$ cat config.mk
export PLATFORM = sky130hd
export DESIGN_NAME = mbx_channel_arbiter_flat
export DESIGN_NICKNAME = d
export VERILOG_FILES = /design/src/rtl/mbx_channel_arbiter_if.sv /design/src/rtl/mbx_channel_arbiter.sv /design/src/flat_wrapper.sv
export SDC_FILE = /design/constraint.sdc
export NUM_CORES = 1
export LEC_CHECK = 0
export ABC_AREA = 1
export CAP_MARGIN = 20
export CORE_UTILIZATION = 42
export CTS_CLUSTER_DIAMETER = 120
export CTS_CLUSTER_SIZE = 28
export DETAILED_ROUTE_END_ITERATION = 10
export PLACE_DENSITY = 0.82
export SKIP_LAST_GASP = 1
export SLEW_MARGIN = 0
export SYNTH_ARGS = -nofsm -noshare
export SYNTH_HDL_FRONTEND = slang
export SYNTH_SLANG_ARGS = --single-unit
$ cat constraint.sdc
create_clock -name clk -period 2.5 [get_ports clk]
set_input_delay 0.25 -clock clk [delete_from_list [all_inputs] [get_ports clk]]
set_output_delay 0.25 -clock clk [all_outputs]
set_load 0.02 [all_outputs]
$ cat src/rtl/mbx_channel_arbiter_if.sv
// Core-side send/release handshake plus the shared mailbox channel register bus.
// Latency: none; this is only a bundle of signals.
// Backpressure: req and rel_valid are held by their source until req_ack / rel_ack pulse.
interface mbx_channel_arbiter_if #(
  parameter int N_REQ = 4,
  parameter int N_CH  = 4,
  parameter int CH_IW = 2
);
  logic [N_REQ-1:0]    req;
  logic [32*N_REQ-1:0] req_ctrl;
  logic [32*N_REQ-1:0] req_data;
  logic [N_REQ-1:0]    req_ack;
  logic [CH_IW-1:0]    ack_ch;
  logic                rel_valid;
  logic [CH_IW-1:0]    rel_ch;
  logic                rel_ack;
  logic [N_CH-1:0]     ch_busy;
  logic [3*N_CH-1:0]   ch_wen;
  logic [31:0]         ch_wdata;
  logic [N_CH-1:0]     ch_clear_intr;
  logic                busy;

  // Arbiter side.
  modport slave (
    input  req, req_ctrl, req_data, rel_valid, rel_ch, ch_busy,
    output req_ack, ack_ch, rel_ack, ch_wen, ch_wdata, ch_clear_intr, busy
  );

  // Cores plus mailbox register blocks.
  modport master (
    output req, req_ctrl, req_data, rel_valid, rel_ch, ch_busy,
    input  req_ack, ack_ch, rel_ack, ch_wen, ch_wdata, ch_clear_intr, busy
  );
endinterface

$ cat src/rtl/mbx_channel_arbiter.sv
// Round-robin sharing of N_CH mailbox channels among N_REQ senders; sequences CTRL, DATA, STATUS writes and serves releases.
// Latency: request sampled in IDLE -> req_ack 4 cycles later (5-cycle send); release -> rel_ack 2 cycles later.
// Backpressure: requests wait in IDLE while every channel is busy; release wins over send. Optional MBX_ARB_CLRINT_EN pulses ch_clear_intr on release.
module mbx_channel_arbiter #(
  parameter int N_REQ  = 4,
  parameter int N_CH   = 4,
  parameter int REQ_IW = 2,
  parameter int CH_IW  = 2
) (
  input  logic                  clk,
  input  logic                  rstn,
  mbx_channel_arbiter_if.slave  mbx
);

  localparam int WEN_W  = 3 * N_CH;
  localparam int F_CTRL = 0;
  localparam int F_DATA = 1;
  localparam int F_STAT = 2;
  localparam logic [WEN_W-1:0] WEN_ONE = WEN_W'(1);
  localparam logic [N_REQ-1:0] REQ_ONE = N_REQ'(1);
  localparam logic [31:0]      STS_SET = 32'h0000_0003;  // INT=1, STS=1

  typedef enum logic [2:0] {
    IDLE, WR_CTRL, WR_DATA, WR_STAT, ACK, REL, REL_ACK
  } state_t;

  state_t              state_q;
  logic [REQ_IW-1:0]   rr_ptr_q;
  logic [REQ_IW-1:0]   grant_q;
  logic [CH_IW-1:0]    ch_q;
  logic [31:0]         data_q;

  logic [N_REQ-1:0]    req_ack_q;
  logic [CH_IW-1:0]    ack_ch_q;
  logic                rel_ack_q;
  logic [WEN_W-1:0]    ch_wen_q;
  logic [31:0]         ch_wdata_q;
  logic                busy_q;

  logic                gnt_vld_d;
  logic [REQ_IW-1:0]   gnt_d;
  logic                free_vld_d;
  logic [CH_IW-1:0]    free_d;
  logic [REQ_IW-1:0]   rr_next_d;
  logic                rel_ok_d;

  function automatic int rr_idx(input logic [REQ_IW-1:0] base, input int off);
    return (int'(base) + off) % N_REQ;
  endfunction

  function automatic logic [WEN_W-1:0] wen_bit(input int ch, input int fld);
    return WEN_ONE << (3 * ch + fld);
  endfunction

  // Requester search wraps from rr_ptr_q; channel search takes the lowest free index.
  always_comb begin
    gnt_vld_d  = 1'b0;
    gnt_d      = '0;
    free_vld_d = 1'b0;
    free_d     = '0;
    for (int i = N_REQ - 1; i >= 0; i--) begin
      if (mbx.req[rr_idx(rr_ptr_q, i)]) begin
        gnt_vld_d = 1'b1;
        gnt_d     = REQ_IW'(rr_idx(rr_ptr_q, i));
      end
    end
    for (int c = N_CH - 1; c >= 0; c--) begin
      if (!mbx.ch_busy[c]) begin
        free_vld_d = 1'b1;
        free_d     = CH_IW'(c);
      end
    end
  end

  assign rr_next_d = REQ_IW'((int'(grant_q) + 1) % N_REQ);
  // Out-of-range release still completes its handshake but touches no channel.
  assign rel_ok_d  = (int'(mbx.rel_ch) < N_CH);

`ifdef MBX_ARB_CLRINT_EN
  logic [N_CH-1:0] clr_q;
  assign mbx.ch_clear_intr = clr_q;
`else
  assign mbx.ch_clear_intr = '0;
`endif

  // Sequencer: outputs are loaded on the edge that enters the state they belong to.
  always_ff @(posedge clk) begin
    if (!rstn) begin
      state_q    <= IDLE;
      rr_ptr_q   <= '0;
      grant_q    <= '0;
      ch_q       <= '0;
      data_q     <= '0;
      req_ack_q  <= '0;
      ack_ch_q   <= '0;
      rel_ack_q  <= 1'b0;
      ch_wen_q   <= '0;
      ch_wdata_q <= '0;
      busy_q     <= 1'b0;
`ifdef MBX_ARB_CLRINT_EN
      clr_q      <= '0;
`endif
    end else begin
      req_ack_q  <= '0;
      ack_ch_q   <= '0;
      rel_ack_q  <= 1'b0;
      ch_wen_q   <= '0;
      ch_wdata_q <= '0;
`ifdef MBX_ARB_CLRINT_EN
      clr_q      <= '0;
`endif
      case (state_q)
        IDLE: begin
          if (mbx.rel_valid) begin
            state_q <= REL;
            busy_q  <= 1'b1;
            if (rel_ok_d) begin
              ch_wen_q <= wen_bit(int'(mbx.rel_ch), F_STAT);
`ifdef MBX_ARB_CLRINT_EN
              clr_q    <= N_CH'(1) << mbx.rel_ch;
`endif
            end
          end else if (gnt_vld_d && free_vld_d) begin
            state_q    <= WR_CTRL;
            busy_q     <= 1'b1;
            grant_q    <= gnt_d;
            ch_q       <= free_d;
            data_q     <= mbx.req_data[32*int'(gnt_d) +: 32];
            ch_wen_q   <= wen_bit(int'(free_d), F_CTRL);
            ch_wdata_q <= mbx.req_ctrl[32*int'(gnt_d) +: 32];
          end
        end
        WR_CTRL: begin
          state_q    <= WR_DATA;
          ch_wen_q   <= wen_bit(int'(ch_q), F_DATA);
          ch_wdata_q <= data_q;
        end
        WR_DATA: begin
          state_q    <= WR_STAT;
          ch_wen_q   <= wen_bit(int'(ch_q), F_STAT);
          ch_wdata_q <= STS_SET;
        end
        WR_STAT: begin
          state_q   <= ACK;
          req_ack_q <= REQ_ONE << grant_q;
          ack_ch_q  <= ch_q;
        end
        ACK: begin
          state_q  <= IDLE;
          rr_ptr_q <= rr_next_d;
          busy_q   <= 1'b0;
        end
        REL: begin
          state_q   <= REL_ACK;
          rel_ack_q <= 1'b1;
        end
        REL_ACK: begin
          state_q <= IDLE;
          busy_q  <= 1'b0;
        end
        default: begin
          state_q <= IDLE;
          busy_q  <= 1'b0;
        end
      endcase
    end
  end

  assign mbx.req_ack  = req_ack_q;
  assign mbx.ack_ch   = ack_ch_q;
  assign mbx.rel_ack  = rel_ack_q;
  assign mbx.ch_wen   = ch_wen_q;
  assign mbx.ch_wdata = ch_wdata_q;
  assign mbx.busy     = busy_q;

endmodule

$ cat src/flat_wrapper.sv
// flat-port wrapper written by rule: the top's interface ports become plain ports
module mbx_channel_arbiter_flat 
#(
  parameter int N_REQ  = 4,
  parameter int N_CH   = 4,
  parameter int REQ_IW = 2,
  parameter int CH_IW  = 2
)
  (clk, rstn, mbx_req, mbx_req_ctrl, mbx_req_data, mbx_rel_valid, mbx_rel_ch, mbx_ch_busy, mbx_req_ack, mbx_ack_ch, mbx_rel_ack, mbx_ch_wen, mbx_ch_wdata, mbx_ch_clear_intr, mbx_busy);
  mbx_channel_arbiter_if #(.N_REQ(N_REQ), .N_CH(N_CH), .CH_IW(CH_IW)) mbx_i ();
  input  logic clk;
  input  logic rstn;
  input wire logic [$bits(mbx_i.req)-1:0] mbx_req;
  input wire logic [$bits(mbx_i.req_ctrl)-1:0] mbx_req_ctrl;
  input wire logic [$bits(mbx_i.req_data)-1:0] mbx_req_data;
  input wire logic [$bits(mbx_i.rel_valid)-1:0] mbx_rel_valid;
  input wire logic [$bits(mbx_i.rel_ch)-1:0] mbx_rel_ch;
  input wire logic [$bits(mbx_i.ch_busy)-1:0] mbx_ch_busy;
  output wire logic [$bits(mbx_i.req_ack)-1:0] mbx_req_ack;
  output wire logic [$bits(mbx_i.ack_ch)-1:0] mbx_ack_ch;
  output wire logic [$bits(mbx_i.rel_ack)-1:0] mbx_rel_ack;
  output wire logic [$bits(mbx_i.ch_wen)-1:0] mbx_ch_wen;
  output wire logic [$bits(mbx_i.ch_wdata)-1:0] mbx_ch_wdata;
  output wire logic [$bits(mbx_i.ch_clear_intr)-1:0] mbx_ch_clear_intr;
  output wire logic [$bits(mbx_i.busy)-1:0] mbx_busy;
  assign mbx_i.req = mbx_req;
  assign mbx_i.req_ctrl = mbx_req_ctrl;
  assign mbx_i.req_data = mbx_req_data;
  assign mbx_i.rel_valid = mbx_rel_valid;
  assign mbx_i.rel_ch = mbx_rel_ch;
  assign mbx_i.ch_busy = mbx_ch_busy;
  assign mbx_req_ack = mbx_i.req_ack;
  assign mbx_ack_ch = mbx_i.ack_ch;
  assign mbx_rel_ack = mbx_i.rel_ack;
  assign mbx_ch_wen = mbx_i.ch_wen;
  assign mbx_ch_wdata = mbx_i.ch_wdata;
  assign mbx_ch_clear_intr = mbx_i.ch_clear_intr;
  assign mbx_busy = mbx_i.busy;
  mbx_channel_arbiter #(.N_REQ(N_REQ), .N_CH(N_CH), .REQ_IW(REQ_IW), .CH_IW(CH_IW)) u_core (.clk(clk), .rstn(rstn), .mbx(mbx_i));
endmodule
==> run_results.csv, run 1 <==
group,metric,value,unit
status,outcome,"complete, no violations",
power,power.leakage,5.377,nW
sta,fin_setup_tns,0,ns
worst_setup_path,worst-path-max-fanout,37,
worst_setup_path,critPathTopFamily,"simple AND/OR/NAND/NOR gates",
power,p_clk_share,23.6,%
clock_tree,cts_tree,"yes",
detailed_routing,routed_wirelength,22860,um
synthesis,ys_top_cells_by_area,"dfxtp_1 27%, nand2_1 20%, inv_1 16%",
synthesis,ys_types,33,
floorplanning,core-area,0.01583,mm^2
worst_setup_path,worstPathCellList,"inv_1 -> nand2_1 -> nand2_1 -> nand2_1 -> nand2_1 -> nand2_1 -> nand3_2 -> nand2_8 -> buf_4 -> nand2_1 -> nand3_1 -> nand3_1 -> nand2_1 -> inv_1",
finish,finish.utilization,66.07,%
clock_tree,path_clk_slew,0.07,ns
clock_tree,clock_latency,0.35,ns
floorplanning,die_y,129.2,um
power,seqPwrFrac,30.3,%
finish,final_common_cell,"nand2_1",
global_route,use_met3,6.895,%
placement,place_ws,0.1503,ns
global_route,top_usage_layer,"met2",
worst_setup_path,criticalPathCategory,"reg2reg",
clock_tree,numCtsBuffers,9,
global_route,grt_pass1_wl,35580,um
worst_setup_path,crit_path_max_incr_delay,0.44,ns
sta,slew_viol_final,0,
sta,finalCritPeriodShare,85.91,%
detailed_routing,vias_per_cell,4.802,
global_route,use_met2,51.58,%
synthesis,synth_compound_area_share,11.76,%
synthesis,postSynthAreaPerCell,5.894,um^2
finish,layout_common_cells,"361 x nand2_1, 319 x clkdlybuf4s50_1, 281 x inv_1",
global_route,grt_use_met1,28.83,%
placement,globalplace.congestion,0.8821,
floorplanning,die_area,0.01668,mm^2
synthesis,syn_area,0.006790,mm^2
power,p_int,3.580,mW
detailed_routing,vias,8015,
power,switching_share,38.40,%
detailed_routing,routedWlPerCell,13.70,um
synthesis,async_flop_share,0,%
detailed_routing,antenna_left,0,
power,p_comb_share,46.1,%
placement,hpwl,17790,um
power,powerDensity,555.8,mW/mm^2
sta,worstMarginPinSlew,0.7498,ns
floorplanning,die_w,129.2,um
synthesis,synthCells,1152,
worst_setup_path,crit_buf_inv,3,
finish,area_growth,54.01,%
worst_setup_path,crit_path_top_delay_cell,"dfxtp_2",
global_route,antenna_found_initial,1,
synthesis,synth_edf_count,0,
synthesis,muxShareOfSynthArea,0,%
synthesis,synth-simple-area-share,36.15,%
sta,finalClockSkew,0.005670,ns
power,p_switching,2.232,mW
clock_tree,postCtsSetupBuffers,0,
worst_setup_path,cpMostUsedCell,"nand2_1",
sta,rsz0062_at_grt,"false",
power,ir_worst_vdd,0.0004016,V
sta,hold_viol,0,
min_path,hold_class,"in2reg",
global_route,gr-total-overflow,0,
clock_tree,ctsHoldBuffers,0,
worst_setup_path,critPathRequiredTime,2.75,ns
run,max_cap_viol_count,0,
synthesis,synth_fa_ha_area_share,2.580,%
finish,nets,1730,
sta,finalSetupViolCount,0,
synthesis,ys_ff_latch,93,
synthesis,netlist.area_leader.share,27.42,%
floorplanning,ios,325,
global_route,grt_max_degree,54,
synthesis,synth.largest_area_cell,"dfxtp_1",
global_route,gr-usage-all-layers,27.48,%
sta,final.min_clock_period,2.148,ns
sta,max_freq,0.4656,GHz
clock_tree,h-tree-depth,3,
synthesis,ys_warn_count,0,
worst_setup_path,worstPathArrival,2.40,ns
clock_tree,post_cts_resized,0,
clock_tree,root_buffer,"clkbuf_16",
worst_setup_path,end_kind,"flip-flop",
detailed_routing,first_pass_iters,6,
worst_setup_path,start_kind,"flip-flop",
global_route,grt_pass1_vias,7450,
floorplanning,start_util,42.90,%
detailed_routing,drt_iter0_markers,400,
detailed_routing,drc,0,
placement,port_buffers,320,
synthesis,synth_top_family_by_area,"simple AND/OR/NAND/NOR gates",
finish,final_layout_size_suffix_gt1_share,4.132,%
synthesis,synth_ff_type,"dfxtp_1",
clock_tree,clk_path_buf_depth,2,
clock_tree,cts_num_sinks,93,
synthesis,synth_xor_area_share,0.1290,%
sta,slew_headroom,49.96,%
sta,setup_slack,0.3521,ns
synthesis,seq_area_frac_synth,27.42,%
floorplanning,rows,46,
-- metrics by stage --
step                      hold WS, ns  instances  area, um^2  total power, mW
final                          0.2639       1669       10460            5.812
after global routing           0.2988       1669       10460            6.203
after CTS                      0.2436       1668       10450            5.843
after detailed placement       0.4487       1652       10160            4.463
after global placement         0.4340       1652       10160            4.424
after floorplan                0.4206       1155        6802            3.495
-- sequential cells by signal, indices dropped and copies added, names as in the netlist --
register,flops
u_core.mbx.rel_ack,1
u_core.ch_q,2
u_core.data_q,32
u_core.grant_q,2
u_core.mbx.ack_ch,2
u_core.mbx.busy,1
u_core.rr_ptr_q,2
u_core.state_q,3
u_core.mbx.req_ack,4
u_core.mbx.ch_wdata,32
u_core.mbx.ch_wen,12
-- final timing paths --
check | start | to | slack, ns | depth (start not counted)
max | u_core.rr_ptr_q[0] | u_core.data_q[6] | 0.35 | 14
min | rstn | u_core.mbx.rel_ack | 0.26 | 3
max reg2reg | u_core.rr_ptr_q[0] | u_core.data_q[6] | 0.35 | 14
min reg2reg | u_core.data_q[5] | u_core.mbx.ch_wdata[5] | 0.48 | 2
-- worst register-to-register path, stage by stage (launching register included) --
cell     delay (ns)
dfxtp_2        0.44
inv_1          0.13
nand2_1        0.07
nand2_1        0.07
nand2_1        0.11
nand2_1        0.08
nand2_1        0.08
nand3_2        0.12
nand2_8        0.27
buf_4          0.29
nand2_1        0.08
nand3_1        0.11
nand3_1        0.08
nand2_1        0.06
inv_1          0.04
-- cell usage after synthesis, types with 14 or more instances --
master and number:
o211ai_1 53, o21a_1 17, buf_2 19, dfxtp_1 93
nor2_1 29, nand2_1 361, inv_1 281, buf_4 15
nand3_1 153, ha_1 14, a21oi_1 30, clkbuf_1 16
-- kinds of logic (layout without fill, tap and decap cells) --
logic type | Yosys count | in the layout
and+or+nand+nor | 573 | 573
buffers and inverters | 350 | 647
AOI/OAI and AO/OA | 120 | 120
DFF | 93 | 93
adders and majority gates | 14 | 14
other | 1 | 5
xor gates and xnor gates | 1 | 1
-- area by class of cell --
cell class / count / area, um^2
fillers: 1444 / 5370
clock inverters: 5 / 42.54
multi-input cells: 712 / 3471
well taps: 216 / 270.3
inverters: 287 / 1077
clock buffers: 11 / 252.7
repair buffers: 344 / 3478
flip-flops and latches: 93 / 1863
diodes: 1 / 2.502
-- power groups by stage --
stage          logic (mW)  registers [mW]  clock network (mW)
2_1_floorplan        1.64            1.86                   0
3_3_place_gp         2.64            1.79                   0
3_5_place_dp         2.67            1.79                   0
4_1_cts              2.69            1.76                1.40
5_1_grt              2.97            1.78                1.45
6_report             2.68            1.76                1.37
-- layer usage --
layer | wire length [um] | vias up | share of wire [%]
met5 | 0 | - | 0
met4 | 850 | 0 | 3.7
met3 | 1534 | 49 | 6.7
met2 | 11840 | 299 | 52
met1 | 8629 | 3578 | 38
li1 | - | 4089 | -
Note: power is estimated with default switching activity, not from simulation.
==> run 2: changes to the inputs <==
CTS_CLUSTER_SIZE = not set   (was 28)
==> results of run 2 <==
No change in the layout: final DEF, timing and power equal those of run 1.
==> run 3: changes to the inputs <==
CORE_MARGIN = 2   (was not set)
==> run 3 against run 2 <==
  * Non-clock buffer count shrank 3
  * Combinational power is essentially flat
  * Clock skew grew 0.0036 ns
  * Largest power group unchanged
  * Hold slack lost 0.019 ns
  * First-iteration DRC count grew 27%
  * Global-route usage shrank 0.94 points
  * Cell area shrank 0.43%
  * Via count shrank 0.35%
  * Sequential cell count is the same
  * Largest cell class is now multi-input combinational cells
==> run_results.csv, run 3 (synthesis results as in run 1) <==
group,metric,value,unit
sta,finalCritPeriodShare,88.88,%
floorplanning,start_util,42.90,%
sta,finalSetupViolCount,0,
floorplanning,rows,46,
clock_tree,path_clk_slew,0.06,ns
floorplanning,die_w,131.2,um
global_route,grt_pass1_vias,7558,
power,p_switching,2.179,mW
finish,layout_common_cells,"361 x nand2_1, 319 x clkdlybuf4s50_1, 281 x inv_1",
sta,finalClockSkew,0.009287,ns
finish,seq_area,0.001863,mm^2
clock_tree,cts_tree,"yes",
sta,setup_slack,0.2781,ns
worst_setup_path,worst-path-max-fanout,69,
sta,fin_setup_tns,0,ns
clock_tree,postCtsSetupBuffers,0,
floorplanning,ios,325,
finish,fin_cells,1663,
placement,place_area,0.01012,mm^2
detailed_routing,routedWlPerCell,13.92,um
global_route,grt_pass1_wl,37070,um
clock_tree,h-tree-depth,3,
clock_tree,clk_path_buf_depth,2,
power,p_clk_share,23.2,%
sta,final.min_clock_period,2.222,ns
finish,nets,1727,
clock_tree,numCtsBuffers,9,
placement,port_buffers,320,
sta,slew_headroom,52.20,%
clock_tree,post_cts_resized,0,
placement,place_ws,0.08498,ns
power,ir_worst_vdd,0.0004518,V
power,p_comb_share,46.1,%
global_route,antenna_found_initial,1,
worst_setup_path,start_kind,"flip-flop",
worst_setup_path,end_kind,"flip-flop",
power,p_int,3.585,mW
finish,n_antenna_cell,0,
sta,max_freq,0.4501,GHz
sta,hold_viol,0,
clock_tree,root_buffer,"clkbuf_16",
worst_setup_path,worstPathArrival,2.47,ns
detailed_routing,antenna_left,0,
finish,final_layout_size_suffix_gt1_share,3.732,%
placement,hpwl,18320,um
power,switching_share,37.81,%
global_route,gr-total-overflow,0,
clock_tree,cts_num_sinks,93,
sta,rsz0062_at_grt,"false",
clock_tree,clock_latency,0.35,ns
placement,dp.cells,1649,
finish,postLayoutCellArea,0.01041,mm^2
power,seqPwrFrac,30.7,%
run,max_cap_viol_count,0,
power,fin_total_pwr,5.765,mW
sta,worstMarginPinSlew,0.7163,ns
min_path,hold_class,"in2reg",
min_path,holdPathStages,3,
global_route,grt_max_degree,70,
clock_tree,ctsHoldBuffers,0,
detailed_routing,vias,7987,
detailed_routing,vias_per_cell,4.803,
detailed_routing,drc,0,
finish,fillers,1440,
detailed_routing,drt_iter0_markers,509,
detailed_routing,first_pass_iters,5,
sta,slew_viol_final,0,
global_route,gr-usage-all-layers,26.54,%
detailed_routing,routed_wirelength,23150,um
placement,globalplace.congestion,0.9115,
status,outcome,"complete, no violations",
worst_setup_path,ff2ff_path_depth,14,
floorplanning,die_area,0.01720,mm^2
floorplanning,die_y,131.2,um
finish,final_common_cell,"nand2_1",
worst_setup_path,criticalPathCategory,"reg2reg",
finish,multi_input_area,0.003471,mm^2
power,powerDensity,553.6,mW/mm^2
finish,area_growth,53.34,%
power,power.leakage,5.352,nW
worst_setup_path,critPathRequiredTime,2.75,ns
floorplanning,core-area,0.01583,mm^2
run 3: layout make-up:
type | count | share of cell area [%]
multi-input cells | 712 | 33.33
repair buffers | 341 | 33.14
flip-flops and latches | 93 | 17.89
inverters | 287 | 10.35
well taps | 216 | 2.596
clock buffers | 10 | 2.199
clock inverters | 4 | 0.4927
run 3: path summary, 6_finish.rpt:
check / start / end / slack, ns
max: u_core.rr_ptr_q[0] / u_core.mbx.ch_wdata[13] / 0.28
min: rstn / u_core.mbx.rel_ack / 0.25
max reg2reg: u_core.rr_ptr_q[0] / u_core.mbx.ch_wdata[13] / 0.28
min reg2reg: u_core.data_q[5] / u_core.mbx.ch_wdata[5] / 0.47
run 3: critical path: stages (launching register included):
cell	delay (ns)
dfxtp_2	0.45
inv_1	0.13
nand2_1	0.07
nand2_1	0.07
nand2_1	0.12
nand2_1	0.08
nand2_1	0.08
nand3_2	0.12
nand2_8	0.24
buf_16	0.28
nand2_1	0.09
o211ai_1	0.14
nand3_1	0.10
nand2_1	0.07
inv_1	0.04
run 3: power by group through the flow:
stage | clock, mW | combinational [mW] | sequential [mW]
3_5_place_dp | 0 | 2.65 | 1.80
2_1_floorplan | 0 | 1.64 | 1.86
5_1_grt | 1.42 | 2.96 | 1.79
3_3_place_gp | 0 | 2.60 | 1.79
4_1_cts | 1.37 | 2.66 | 1.77
6_report | 1.34 | 2.66 | 1.77
run 3: per-layer routing:
metal | vias to the layer above | global-route usage [%] | wire length (um)
met5 | - | 0 | 12
li1 | 4074 | - | -
met2 | 310 | 49.68 | 11960
met4 | 2 | 9.179 | 858
met3 | 58 | 7.986 | 1797
met1 | 3543 | 28.16 | 8525
run 3: per-stage QoR:
step / util, % / hold slack, ns
after global routing: 65.79 / 0.3034
after floorplan: - / 0.4206
after detailed placement: 63.96 / 0.4496
after CTS: 65.73 / 0.2422
after global placement: 63.96 / 0.4346
final: 65.79 / 0.2451
